$ cat src/rtl/instr_sequencer_pkg.sv
// Shared types and constants for the instruction sequencer.
// The state enum gains PAUSE only when SEQ_SINGLE_STEP_EN is defined.
package seq_pkg;
  localparam int ADDR_W_DEF = 10;
  localparam int OPC_W_DEF  = 4;

  localparam logic [OPC_W_DEF-1:0] OPC_NOP  = 4'h0;
  localparam logic [OPC_W_DEF-1:0] OPC_JMP  = 4'hC;
  localparam logic [OPC_W_DEF-1:0] OPC_JZ   = 4'hD;
  localparam logic [OPC_W_DEF-1:0] OPC_JN   = 4'hE;
  localparam logic [OPC_W_DEF-1:0] OPC_HALT = 4'hF;

  typedef enum logic [2:0] {
    S_IDLE,
    S_FETCH,
    S_WAIT_MEM,
    S_DECODE,
    S_EXEC,
    S_HALT
`ifdef SEQ_SINGLE_STEP_EN
    , S_PAUSE
`endif
  } seq_state_t;

  function automatic logic [15:0] sat_inc16(input logic [15:0] v);
    return (v == 16'hFFFF) ? v : v + 16'd1;
  endfunction
endpackage

$ cat src/rtl/instr_sequencer_if.sv
// Handshake bundle between the sequencer (master) and memory/datapath/PC (slave).
// The step signal exists only when SEQ_SINGLE_STEP_EN is defined.
interface instr_sequencer_if #(parameter int ADDR_W = 10);
  logic              start;
  logic [31:0]       instr;
  logic [1:0]        status;
  logic              exec_busy;
  logic              im_r;
  logic              ir_load;
  logic              inc_en;
  logic              pc_load;
  logic [ADDR_W-1:0] pc_load_addr;
  logic              exec_start;
  logic              halted;
  logic [15:0]       instr_count;
`ifdef SEQ_SINGLE_STEP_EN
  logic              step;
`endif

  modport master (
    input  start, instr, status, exec_busy,
`ifdef SEQ_SINGLE_STEP_EN
    input  step,
`endif
    output im_r, ir_load, inc_en, pc_load, pc_load_addr, exec_start, halted, instr_count
  );

  modport slave (
    output start, instr, status, exec_busy,
`ifdef SEQ_SINGLE_STEP_EN
    output step,
`endif
    input  im_r, ir_load, inc_en, pc_load, pc_load_addr, exec_start, halted, instr_count
  );
endinterface

$ cat src/rtl/instr_sequencer_wait_ctr.sv
// Memory-latency down-counter: load with MEM_LAT, decrement while waiting, done at 1.
module seq_wait_ctr #(
  parameter int MEM_LAT = 1
) (
  input  logic clock,
  input  logic rst,
  input  logic load_i,
  input  logic dec_i,
  output logic done_o
);
  logic [2:0] cnt_q;

  always_ff @(posedge clock) begin
    if (rst)                        cnt_q <= '0;
    else if (load_i)                cnt_q <= 3'(MEM_LAT);
    else if (dec_i && cnt_q != '0)  cnt_q <= cnt_q - 3'd1;
  end

  assign done_o = (cnt_q == 3'd1);
endmodule

$ cat src/rtl/instr_sequencer.sv
// Fetch/decode/execute sequencer; every output is a register, pulses last one cycle.
// Macro SEQ_SINGLE_STEP_EN adds a step input and a PAUSE state ahead of each refetch.
module instr_sequencer
  import seq_pkg::*;
#(
  parameter int ADDR_W  = ADDR_W_DEF,
  parameter int OPC_W   = OPC_W_DEF,
  parameter int MEM_LAT = 1
) (
  input logic               clock,
  input logic               rst,
  instr_sequencer_if.master bus
);
  seq_state_t        state_q;
  logic [OPC_W-1:0]  opc_q;
  logic [ADDR_W-1:0] tgt_q, pc_addr_q;
  logic              im_r_q, ir_load_q, inc_en_q, pc_load_q, exec_start_q, halted_q;
  logic [15:0]       count_q;
  logic              wait_done, br_taken;

`ifdef SEQ_SINGLE_STEP_EN
  localparam seq_state_t S_NEXT = S_PAUSE;
`else
  localparam seq_state_t S_NEXT = S_FETCH;
`endif

  seq_wait_ctr #(.MEM_LAT(MEM_LAT)) u_wait (
    .clock (clock),
    .rst   (rst),
    .load_i(state_q == S_FETCH),
    .dec_i (state_q == S_WAIT_MEM),
    .done_o(wait_done)
  );

  always_comb
    br_taken = (opc_q == OPC_W'(OPC_JZ) && bus.status[0]) ||
               (opc_q == OPC_W'(OPC_JN) && bus.status[1]);

  always_ff @(posedge clock) begin
    if (rst) begin
      state_q      <= S_IDLE;
      opc_q        <= '0;
      tgt_q        <= '0;
      pc_addr_q    <= '0;
      im_r_q       <= 1'b0;
      ir_load_q    <= 1'b0;
      inc_en_q     <= 1'b0;
      pc_load_q    <= 1'b0;
      exec_start_q <= 1'b0;
      halted_q     <= 1'b0;
      count_q      <= '0;
    end else begin
      im_r_q       <= (state_q == S_FETCH);
      ir_load_q    <= 1'b0;
      inc_en_q     <= 1'b0;
      pc_load_q    <= 1'b0;
      exec_start_q <= 1'b0;
      case (state_q)
        S_IDLE:  if (bus.start) state_q <= S_FETCH;
        S_FETCH: state_q <= S_WAIT_MEM;
        S_WAIT_MEM: if (wait_done) begin
          ir_load_q <= 1'b1;
          opc_q     <= bus.instr[31 -: OPC_W];
          tgt_q     <= bus.instr[ADDR_W-1:0];
          state_q   <= S_DECODE;
        end
        S_DECODE: begin
          case (opc_q)
            OPC_W'(OPC_HALT): begin
              halted_q <= 1'b1;
              count_q  <= sat_inc16(count_q);
              state_q  <= S_HALT;
            end
            OPC_W'(OPC_JMP): begin
              pc_load_q <= 1'b1;
              pc_addr_q <= tgt_q;
              count_q   <= sat_inc16(count_q);
              state_q   <= S_NEXT;
            end
            OPC_W'(OPC_JZ), OPC_W'(OPC_JN): begin
              pc_load_q <= br_taken;
              inc_en_q  <= !br_taken;
              if (br_taken) pc_addr_q <= tgt_q;
              count_q   <= sat_inc16(count_q);
              state_q   <= S_NEXT;
            end
            default: begin
              exec_start_q <= 1'b1;
              state_q      <= S_EXEC;
            end
          endcase
        end
        // exec_busy is not yet valid in the exec_start cycle, so that cycle is skipped
        S_EXEC: if (!exec_start_q && !bus.exec_busy) begin
          inc_en_q <= 1'b1;
          count_q  <= sat_inc16(count_q);
          state_q  <= S_NEXT;
        end
        S_HALT: state_q <= S_HALT;
`ifdef SEQ_SINGLE_STEP_EN
        S_PAUSE: if (bus.step) state_q <= S_FETCH;
`endif
        default: state_q <= S_IDLE;
      endcase
    end
  end

  assign bus.im_r         = im_r_q;
  assign bus.ir_load      = ir_load_q;
  assign bus.inc_en       = inc_en_q;
  assign bus.pc_load      = pc_load_q;
  assign bus.pc_load_addr = pc_addr_q;
  assign bus.exec_start   = exec_start_q;
  assign bus.halted       = halted_q;
  assign bus.instr_count  = count_q;
endmodule
$ cat src/flat_wrapper.sv
// flat-port wrapper written by rule: the top's interface ports become plain ports
module instr_sequencer_flat import seq_pkg::*;
#(
  parameter int ADDR_W  = ADDR_W_DEF,
  parameter int OPC_W   = OPC_W_DEF,
  parameter int MEM_LAT = 1
)
  (clock, rst, bus_start, bus_instr, bus_status, bus_exec_busy, bus_im_r, bus_ir_load, bus_inc_en, bus_pc_load, bus_pc_load_addr, bus_exec_start, bus_halted, bus_instr_count);
  instr_sequencer_if #(.ADDR_W(ADDR_W)) bus_i ();
  input logic clock;
  input logic rst;
  input wire logic [$bits(bus_i.start)-1:0] bus_start;
  input wire logic [$bits(bus_i.instr)-1:0] bus_instr;
  input wire logic [$bits(bus_i.status)-1:0] bus_status;
  input wire logic [$bits(bus_i.exec_busy)-1:0] bus_exec_busy;
  output wire logic [$bits(bus_i.im_r)-1:0] bus_im_r;
  output wire logic [$bits(bus_i.ir_load)-1:0] bus_ir_load;
  output wire logic [$bits(bus_i.inc_en)-1:0] bus_inc_en;
  output wire logic [$bits(bus_i.pc_load)-1:0] bus_pc_load;
  output wire logic [$bits(bus_i.pc_load_addr)-1:0] bus_pc_load_addr;
  output wire logic [$bits(bus_i.exec_start)-1:0] bus_exec_start;
  output wire logic [$bits(bus_i.halted)-1:0] bus_halted;
  output wire logic [$bits(bus_i.instr_count)-1:0] bus_instr_count;
  assign bus_i.start = bus_start;
  assign bus_i.instr = bus_instr;
  assign bus_i.status = bus_status;
  assign bus_i.exec_busy = bus_exec_busy;
  assign bus_im_r = bus_i.im_r;
  assign bus_ir_load = bus_i.ir_load;
  assign bus_inc_en = bus_i.inc_en;
  assign bus_pc_load = bus_i.pc_load;
  assign bus_pc_load_addr = bus_i.pc_load_addr;
  assign bus_exec_start = bus_i.exec_start;
  assign bus_halted = bus_i.halted;
  assign bus_instr_count = bus_i.instr_count;
  instr_sequencer #(.ADDR_W(ADDR_W), .OPC_W(OPC_W), .MEM_LAT(MEM_LAT)) u_core (.clock(clock), .rst(rst), .bus(bus_i));
endmodule
$ cat config.mk
export PLATFORM = sky130hd
export DESIGN_NAME = instr_sequencer_flat
export DESIGN_NICKNAME = d
export VERILOG_FILES = /design/src/rtl/instr_sequencer_pkg.sv /design/src/rtl/instr_sequencer_if.sv /design/src/rtl/instr_sequencer_wait_ctr.sv /design/src/rtl/instr_sequencer.sv /design/src/flat_wrapper.sv
export SDC_FILE = /design/constraint.sdc
export NUM_CORES = 1
export LEC_CHECK = 0
export BUFFER_PORTS_ARGS = -buffer_cell sky130_fd_sc_hd__buf_4
export CAP_MARGIN = 20
export CORE_MARGIN = 5
export CORE_UTILIZATION = 30
export DETAILED_ROUTE_END_ITERATION = 8
export SLEW_MARGIN = 20
export SYNTH_ARGS = -nofsm -noshare
export SYNTH_HDL_FRONTEND = slang
export SYNTH_SLANG_ARGS = --single-unit
$ cat constraint.sdc
create_clock -name clock -period 2.25 [get_ports clock]
set_input_delay 0 -clock clock [delete_from_list [all_inputs] [get_ports clock]]
set_output_delay 0 -clock clock [all_outputs]
set_load 0.01 [all_outputs]
==> run summary, run 1 <==
status -> completed
post-DP HPWL -> 3970 um
# DRC -> 0
vias per cell -> 4.90
CP Launch Type -> flop
Arr. time, crit path -> 2.26 ns
Required @ worst endpoint -> 2.46 ns
ys async rst share -> 0%
synth warn -> 0
Initial Util -> 30.7%
syn_area_per_cell -> 8.85 um^2
Layout area overhead -> 30.5%
Detail Route Antenna Nets -> 0
worst-path fanout max -> 23
GP Congestion -> 0.741
GRT Resource Usage Total -> 11.3%
Cell Pwr Density -> 545 nW/um^2
setup TNS -> 0 ns
top_reg_cell synth -> dfxtp_1
crit path kind -> reg2reg
Fmax -> 487 MHz
clock latency on the worst-skew pair -> 0.31 ns
synthesized cell area -> 2370 um^2
PortBufs -> 51
Inst Count DP -> 411
drt total wl -> 5610 um
RSZ-0062 raised after global routing -> false
clock root cell -> clkbuf_8
CTS tree -> yes
n_diodes -> 0
Top Ports -> 70
fin cells -> 433
sequential standard cell area -> 1040 um^2
Setup violations, final -> 0
WHS -> 0.0252 ns
share of post-route cells with drive strength above 1 -> 23.3%
DP Worst Slack -> 0.178 ns
Placed Area -> 2860 um^2
Worst setup EP type -> flop
drt wl/cell -> 13.0 um
Final Hold Viols -> 0
Final nets -> 372
Design Area, Final -> 3100 um^2
Vias -> 2121
number of flops mapped to enable cells by yosys -> 0
gr ovfl total -> 0
vias in the first global route -> 1881
Synth area leaders -> dfxtp_1, mux2i_1, nor2_1
Reg clk slew, reported paths -> 0.11 ns
Fillers -> 806
Row Count -> 32
post-synth cell types -> 41
LEAKAGE -> 1.28 nW
clock skew -> 0.0139 ns
initial drt markers -> 56
Syn Nets -> 310
Die ar. -> 9790 um^2
Tmin final -> 2.05 ns
total CTS buffers -> 5
first-pass GRT wire length -> 9130 um
flop-to-flop setup slack -> 0.20 ns
Slew Limit Fails -> 0
H-tree depth -> 2
worst slew pin tran -> 0.835 ns
biggest area consumer among synthesized cells -> dfxtp_1
Sink Count -> 52
register area share after synthesis -> 43.9%
DRT Pass-1 Iters -> 4
multi-input logic area -> 1210 um^2
relative slew slack -> 44.3%
flops & latches, synth -> 52
fin crit share -> 91.2%
die width -> 98.9 um
Clock Tree Buf Depth -> 2
max cap viols -> 0
final worst slack -> 0.198 ns
Post-Synthesis Cells -> 268
Die H -> 98.9 um
largest net degree at the start of global routing -> 55
initial antenna violation count -> 0
peak supply drop -> 0.000254 V
top-area cell type share of the netlist area -> 43.9%
HP Class -> in2reg
core area -> 7730 um^2
[cell usage after synthesis (2+ instances only)]
cell / n
nand2b_1: 2
o21ai_0: 16
nand3_1: 18
dfxtp_1: 52
buf_6: 2
and2_1: 2
nand4_1: 6
nor2_1: 27
inv_1: 9
o22ai_1: 3
ha_1: 4
nor3_1: 7
mux2i_1: 17
nor4_1: 10
clkbuf_1: 15
nor2b_1: 10
or4_1: 7
nand2_1: 7
o21a_1: 2
and4_1: 2
mux2_2: 7
xnor2_1: 2
o31ai_1: 5
a21oi_1: 19
[final timing paths]
check,from,to,cells after the start
worst max register to register,u_core.state_q[1],u_core.bus.instr_count[11],4
worst min-delay path,bus_exec_busy,u_core.state_q[2],3
worst max-delay path,u_core.state_q[1],u_core.bus.instr_count[11],4
worst min register to register,u_core.tgt_q[9],u_core.bus.pc_load_addr[9],2
[state kept, by name, summed over array words and instances (netlist names)]
register and flops:
u_core.bus.halted 1, u_core.state_q 3, u_core.bus.im_r 1, u_core.bus.inc_en 1, u_core.tgt_q 10, u_core.bus.exec_start 1, u_core.opc_q 4, u_core.bus.pc_load_addr 10
u_core.u_wait.cnt_q 3, u_core.bus.instr_count 16, u_core.bus.pc_load 1, u_core.bus.ir_load 1
[stage by stage]
stage | util [%] | total power [mW]
2_1_floorplan | - | 1.06
3_3_place_gp | 37.0 | 1.11
3_5_place_dp | 37.0 | 1.11
4_1_cts | 40.1 | 1.72
5_1_grt | 40.1 | 1.77
6_report | 40.1 | 1.69
[cell type report]
class	count	share of cell area, %
Inverter	9	1.09
Timing Repair Buffer	73	18.8
Clock buffer	5	2.22
Sequential cell	52	33.6
Multi-Input combinational cell	189	39.2
Clock inverter	3	0.929
Tap cell	102	4.12
[cells by family (layout without fill, tap and decap cells)]
kind of cell             count (synthesis)  in the layout  synth area share [%]
AO/OA/AOI/OAI                           54             54                  13.5
XOR/XNOR                                 3              3                  1.11
adder cells (fa/ha/maj)                  4              4                  2.11
buffers and inverters                   27             90                  4.96
flip-flops                              52             52                  43.9
multiplexers                            25             25                  11.1
AND/OR/NAND/NOR                        103            103                  23.3
[per-layer routing]
layer	up-vias	wire length, um	global-route usage, %
li1	1102	-	-
met1	974	2650	14.8
met2	41	2620	18.4
met3	4	281	2.83
met4	0	59	3.15
met5	-	0	0
[cell usage in the layout, fill, tap and decap left out, types with 2 or more instances in the layout]
cell | netlist | routed
and4_1 | 2 | 2
dfxtp_1 | 52 | 52
o21ai_0 | 16 | 16
nand2b_1 | 2 | 2
inv_6 | 0 | 2
mux2_2 | 7 | 7
clkbuf_8 | 0 | 5
nor2b_1 | 10 | 10
ha_1 | 4 | 4
nand2_1 | 7 | 7
nand4_1 | 6 | 6
buf_4 | 0 | 59
o31ai_1 | 5 | 5
a21oi_1 | 19 | 19
xnor2_1 | 2 | 2
nand3_1 | 18 | 18
nor4_1 | 10 | 10
and2_1 | 2 | 2
nor2_1 | 27 | 27
nor3_1 | 7 | 7
o21a_1 | 2 | 2
inv_1 | 9 | 9
dlygate4sd3_1 | 0 | 14
mux2i_1 | 17 | 17
or4_1 | 7 | 7
o22ai_1 | 3 | 3
[worst max-delay path, cell delays in order, from the launching register on]
cell and delay (ns):
dfxtp_1 0.32, or4b_4 0.54, mux2_4 0.38, nor4_1 0.35
mux2_2 0.37
[power breakdown]
part	switching, mW	internal, mW
Combinational	0.0781	0.0856
Sequential	0.0103	0.936
Clock	0.342	0.235
[what timing repair did]
item / 4_1_cts / 5_1_grt
buffers inserted: 0 / 0
endpoints found under the hold margin: 14 / 0
hold buffers: 14 / 0
setup endpoints to repair: 0 / 0
gates resized for setup: 0 / 0
(Power assumes the default switching activity.)
==> run 2: changes to the inputs <==
==> constraint.sdc (replaced) <==
create_clock -name clock -period 2.5 [get_ports clock]
set_input_delay 0 -clock clock [delete_from_list [all_inputs] [get_ports clock]]
set_output_delay 0 -clock clock [all_outputs]
set_load 0.01 [all_outputs]
==> run 2 against run 1 <==
  * First-iteration DRC count up 93%
  * Total power down 11%
  * Highest routed layer unchanged
  * Critical path depth unchanged
  * Hold slack better by 0.013 ns
  * Critical path type unchanged
  * Largest cell class unchanged
  * Sequential share of layout area up 0.20 points
==> run summary, run 2 (synthesized netlist as in run 1, its figures left out) <==
PortBufs -> 51
initial drt markers -> 108
peak supply drop -> 0.000233 V
gr ovfl total -> 0
RSZ-0062 raised after global routing -> false
H-tree depth -> 2
LEAKAGE -> 1.26 nW
first-pass GRT wire length -> 9830 um
n_diodes -> 0
Sink Count -> 52
Setup violations, final -> 0
Fillers -> 808
Die H -> 98.9 um
fraction of met3 tracks used by global routing -> 2.69%
Largest register FFs -> 16
Required @ worst endpoint -> 2.71 ns
DP Worst Slack -> 0.291 ns
post-DP HPWL -> 4010 um
Initial Util -> 30.7%
clock root cell -> clkbuf_8
sequential standard cell area -> 1040 um^2
Final nets -> 370
Worst setup EP type -> flop
CP cell instances -> or4b_4 > mux2_4 > nor4_1 > mux2_2
fin crit share -> 88.6%
commonest non-fill, non-tap cell in the layout -> buf_4
Slew Limit Fails -> 0
HP Class -> in2reg
max cap viols -> 0
GRT Resource Usage Total -> 12.0%
total chip power -> 1.50 mW
worst-path fanout max -> 23
drt total wl -> 5660 um
vias in the first global route -> 2032
relative slew slack -> 45.3%
DRT Pass-1 Iters -> 4
Vias -> 2157
setup TNS -> 0 ns
final core utilization -> 39.8%
Clock Tree Buf Depth -> 2
GR peak layer -> met2
multi-input logic area -> 1210 um^2
CP Launch Type -> flop
Buffers & Inverters on Critical Path -> 0
GP Congestion -> 0.779
vias per cell -> 5.00
crit path kind -> reg2reg
Top Ports -> 70
largest net degree at the start of global routing -> 55
worst slew pin tran -> 0.821 ns
CP delay by family, top -> simple AND/OR/NAND/NOR gates
share of post-route cells with drive strength above 1 -> 22.8%
Post CTS Setup Buffer Count -> 0
status -> completed
GRT met1 Usage -> 15.9%
Layout area overhead -> 29.7%
slowest CP cell -> or4b_4
Reg clk slew, reported paths -> 0.10 ns
Critical Path Max Stage Delay -> 0.59 ns
Tmin final -> 2.22 ns
total CTS buffers -> 5
clock skew -> 0.00834 ns
GRT met2 Usage -> 19.9%
die width -> 98.9 um
most frequent cells in the layout -> buf_4, dfxtp_1, nor2_1
core area -> 7730 um^2
Cell Pwr Density -> 489 nW/um^2
Fmax -> 451 MHz
Arr. time, crit path -> 2.42 ns
Row Count -> 32
drt wl/cell -> 13.1 um
# DRC -> 0
initial antenna violation count -> 0
CTS tree -> yes
Detail Route Antenna Nets -> 0
final worst slack -> 0.285 ns
clock latency on the worst-skew pair -> 0.31 ns
Final Hold Viols -> 0
Die ar. -> 9790 um^2
[run 2: changes by cell type in the layout (fill, tap and decap cells not counted), sizes merged]
cell      before  now
inv           12   11
clkinvlp       0    1
buf           59   57
[run 2: metal layers]
metal,vias to the layer above,routed length [um]
li1,1091,-
met1,1020,2600
met2,40,2710
met3,6,307
met4,0,40
met5,-,0
[run 2: worst paths after layout]
check	slack, ns	startpoint	cells after the start	to
hold reg to reg	0.47	u_core.tgt_q[8]	2	u_core.bus.pc_load_addr[8]
hold / removal	0.04	bus_exec_busy	3	u_core.state_q[2]
setup reg to reg	0.28	u_core.state_q[1]	4	u_core.bus.instr_count[11]
setup / recovery	0.28	u_core.state_q[1]	4	u_core.bus.instr_count[11]
[run 2: final cells by class]
type / count / area share, %
Timing Repair Buffer: 71 / 18.5
Sequential cell: 52 / 33.8
Inverter: 9 / 1.10
Multi-Input combinational cell: 189 / 39.4
Clock inverter: 3 / 0.813
Tap cell: 102 / 4.15
Clock buffer: 5 / 2.24
[run 2: stage by stage]
step	area [um^2]	hold slack, ns	std cells
6_report	3080	0.0383	431
5_1_grt	3080	0.0732	431
4_1_cts	3080	0.0303	431
3_5_place_dp	2840	0.236	409
3_3_place_gp	2840	0.230	409
2_1_floorplan	2370	0.144	268
[run 2: worst register-to-register path, delay by kind of cell, from the launching register on]
kind | cells | cell delay, ns
flops | 1 | 0.42
mux | 2 | 0.75
simple gates | 2 | 0.96
[run 2: what timing repair did]
action / CTS / global route
hold buffers: 14 / 0
gates resized for setup: 0 / 0
setup endpoints to repair: 0 / 0
hold endpoints to repair: 14 / 0
[run 2: power breakdown]
group	total (mW)	internal, mW	switching (mW)	leakage [nW]
logic	0.134	0.0721	0.0622	0.799
registers	0.861	0.843	0.0185	0.420
clock network	0.508	0.205	0.303	0.0452
total	1.50	1.12	0.384	1.26
==> run 3: changes to the inputs <==
--- a/config.mk
+++ b/config.mk
@@ -7,7 +7,6 @@
 export LEC_CHECK = 0
 export BUFFER_PORTS_ARGS = -buffer_cell sky130_fd_sc_hd__buf_4
 export CAP_MARGIN = 20
-export CORE_MARGIN = 5
 export CORE_UTILIZATION = 30
 export DETAILED_ROUTE_END_ITERATION = 8
 export SLEW_MARGIN = 20
==> run 3 against run 2 <==
  * Combinational power is 6% higher
  * Cell area is 0.57% higher
  * Sequential power decreased by 0.5%
  * Clock power grew 2%
  * Critical path type unchanged
==> run summary, run 3 (synthesized netlist as in run 1, its figures left out) <==
LEAKAGE -> 1.27 nW
PortBufs -> 51
CP Launch Point -> u_core.state_q[1]
Final Hold Viols -> 0
Largest register FFs -> 16
crit path kind -> reg2reg
Design Area, Final -> 3100 um^2
Layout area overhead -> 30.5%
Placed Area -> 2860 um^2
H-tree depth -> 2
total chip power -> 1.52 mW
share of post-route cells with drive strength above 1 -> 23.3%
RSZ-0062 raised after global routing -> false
vias per cell -> 5.01
Worst setup EP type -> flop
Fmax -> 472 MHz
worst-path fanout max -> 23
HP Start -> bus_exec_busy
core area -> 7690 um^2
gr ovfl total -> 0
drt wl/cell -> 13.0 um
Arr. time, crit path -> 2.33 ns
reg2reg start -> u_core.state_q[1]
clock skew -> 0.00832 ns
Internal -> 1.12 mW
vias in the first global route -> 1995
Setup violations, final -> 0
fin crit share -> 84.7%
Resized cells post-CTS -> 0
Inst Count DP -> 411
HP Class -> in2reg
final core utilization -> 40.3%
clock latency on the worst-skew pair -> 0.31 ns
initial antenna violation count -> 0
n_diodes -> 0
Clk pwr share -> 34.1%
Die ar. -> 8270 um^2
clock root cell -> clkbuf_8
Post CTS Setup Buffer Count -> 0
Required @ worst endpoint -> 2.71 ns
total CTS buffers -> 5
peak supply drop -> 0.000213 V
Sink Count -> 52
first-pass GRT wire length -> 9520 um
# DRC -> 0
fin cells -> 433
most frequent cells in the layout -> buf_4, dfxtp_1, nor2_1
GP Congestion -> 0.784
drt total wl -> 5630 um
Initial Util -> 30.9%
CP Launch Type -> flop
post-DP HPWL -> 3730 um
Slew Limit Fails -> 0
largest net degree at the start of global routing -> 55
Reg clk slew, reported paths -> 0.10 ns
GRT Resource Usage Total -> 14.2%
Sw Share -> 25.8%
Seq pwr share -> 56.6%
Detail Route Antenna Nets -> 0
Final nets -> 372
worst slew pin tran -> 0.567 ns
Vias -> 2169
DRT Pass-1 Iters -> 4
Cell Pwr Density -> 490 nW/um^2
DP Worst Slack -> 0.405 ns
Net Switching -> 391 uW
Top Ports -> 70
# hold bufs at CTS -> 14
Row Count -> 32
Clock Tree Buf Depth -> 2
WHS -> 0.0343 ns
status -> completed
commonest non-fill, non-tap cell in the layout -> buf_4
Die H -> 90.9 um
initial drt markers -> 96
final worst slack -> 0.382 ns
die width -> 90.9 um
Comb pwr share -> 9.4%
setup TNS -> 0 ns
CTS tree -> yes
relative slew slack -> 62.2%
max cap viols -> 0
Tmin final -> 2.12 ns
## run 3: cell types whose count changed in the layout (fill, tap and decap cells not counted), sizes merged
cell    change
inv         -1
buf         +2
clkinv      +1
## run 3: final cells by class
cell class | count | area (um^2)
clock buffers | 5 | 68.8
inverters | 9 | 33.8
well taps | 102 | 128
fillers | 785 | 4590
repair buffers | 73 | 583
multi-input cells | 189 | 1210
flip-flops and latches | 52 | 1040
clock inverters | 3 | 27.5
## run 3: path summary, 6_finish.rpt
| check | endpoint | slack, ns | cells after the start |
|---|---|---|---|
| worst max-delay path | u_core.bus.instr_count[8] | 0.38 | 4 |
| worst max register to register | u_core.bus.instr_count[8] | 0.38 | 4 |
| worst min-delay path | u_core.state_q[2] | 0.03 | 3 |
| worst min register to register | u_core.bus.pc_load_addr[4] | 0.47 | 2 |
## run 3: per-layer routing
metal / up-vias / GRT usage, % / routed length (um)
met2: 52 / 24.0 / 2620
li1: 1101 / - / -
met5: - / 0 / 0
met4: 0 / 3.17 / 36
met1: 1011 / 18.4 / 2700
met3: 5 / 3.11 / 278
## run 3: critical path, cell delays in order (launching register included)
cell and delay (ns):
dfxtp_1 0.34, or4b_4 0.55, mux2_4 0.38, nor4_1 0.37, mux2_2 0.37
## run 3: power groups by stage
stage	registers [mW]	logic, mW	clock network, mW
CTS	0.857	0.142	0.536
global placement	0.875	0.123	0
detailed placement	0.876	0.125	0
finish	0.857	0.142	0.516
floorplan	0.869	0.0883	0
global route	0.860	0.159	0.559
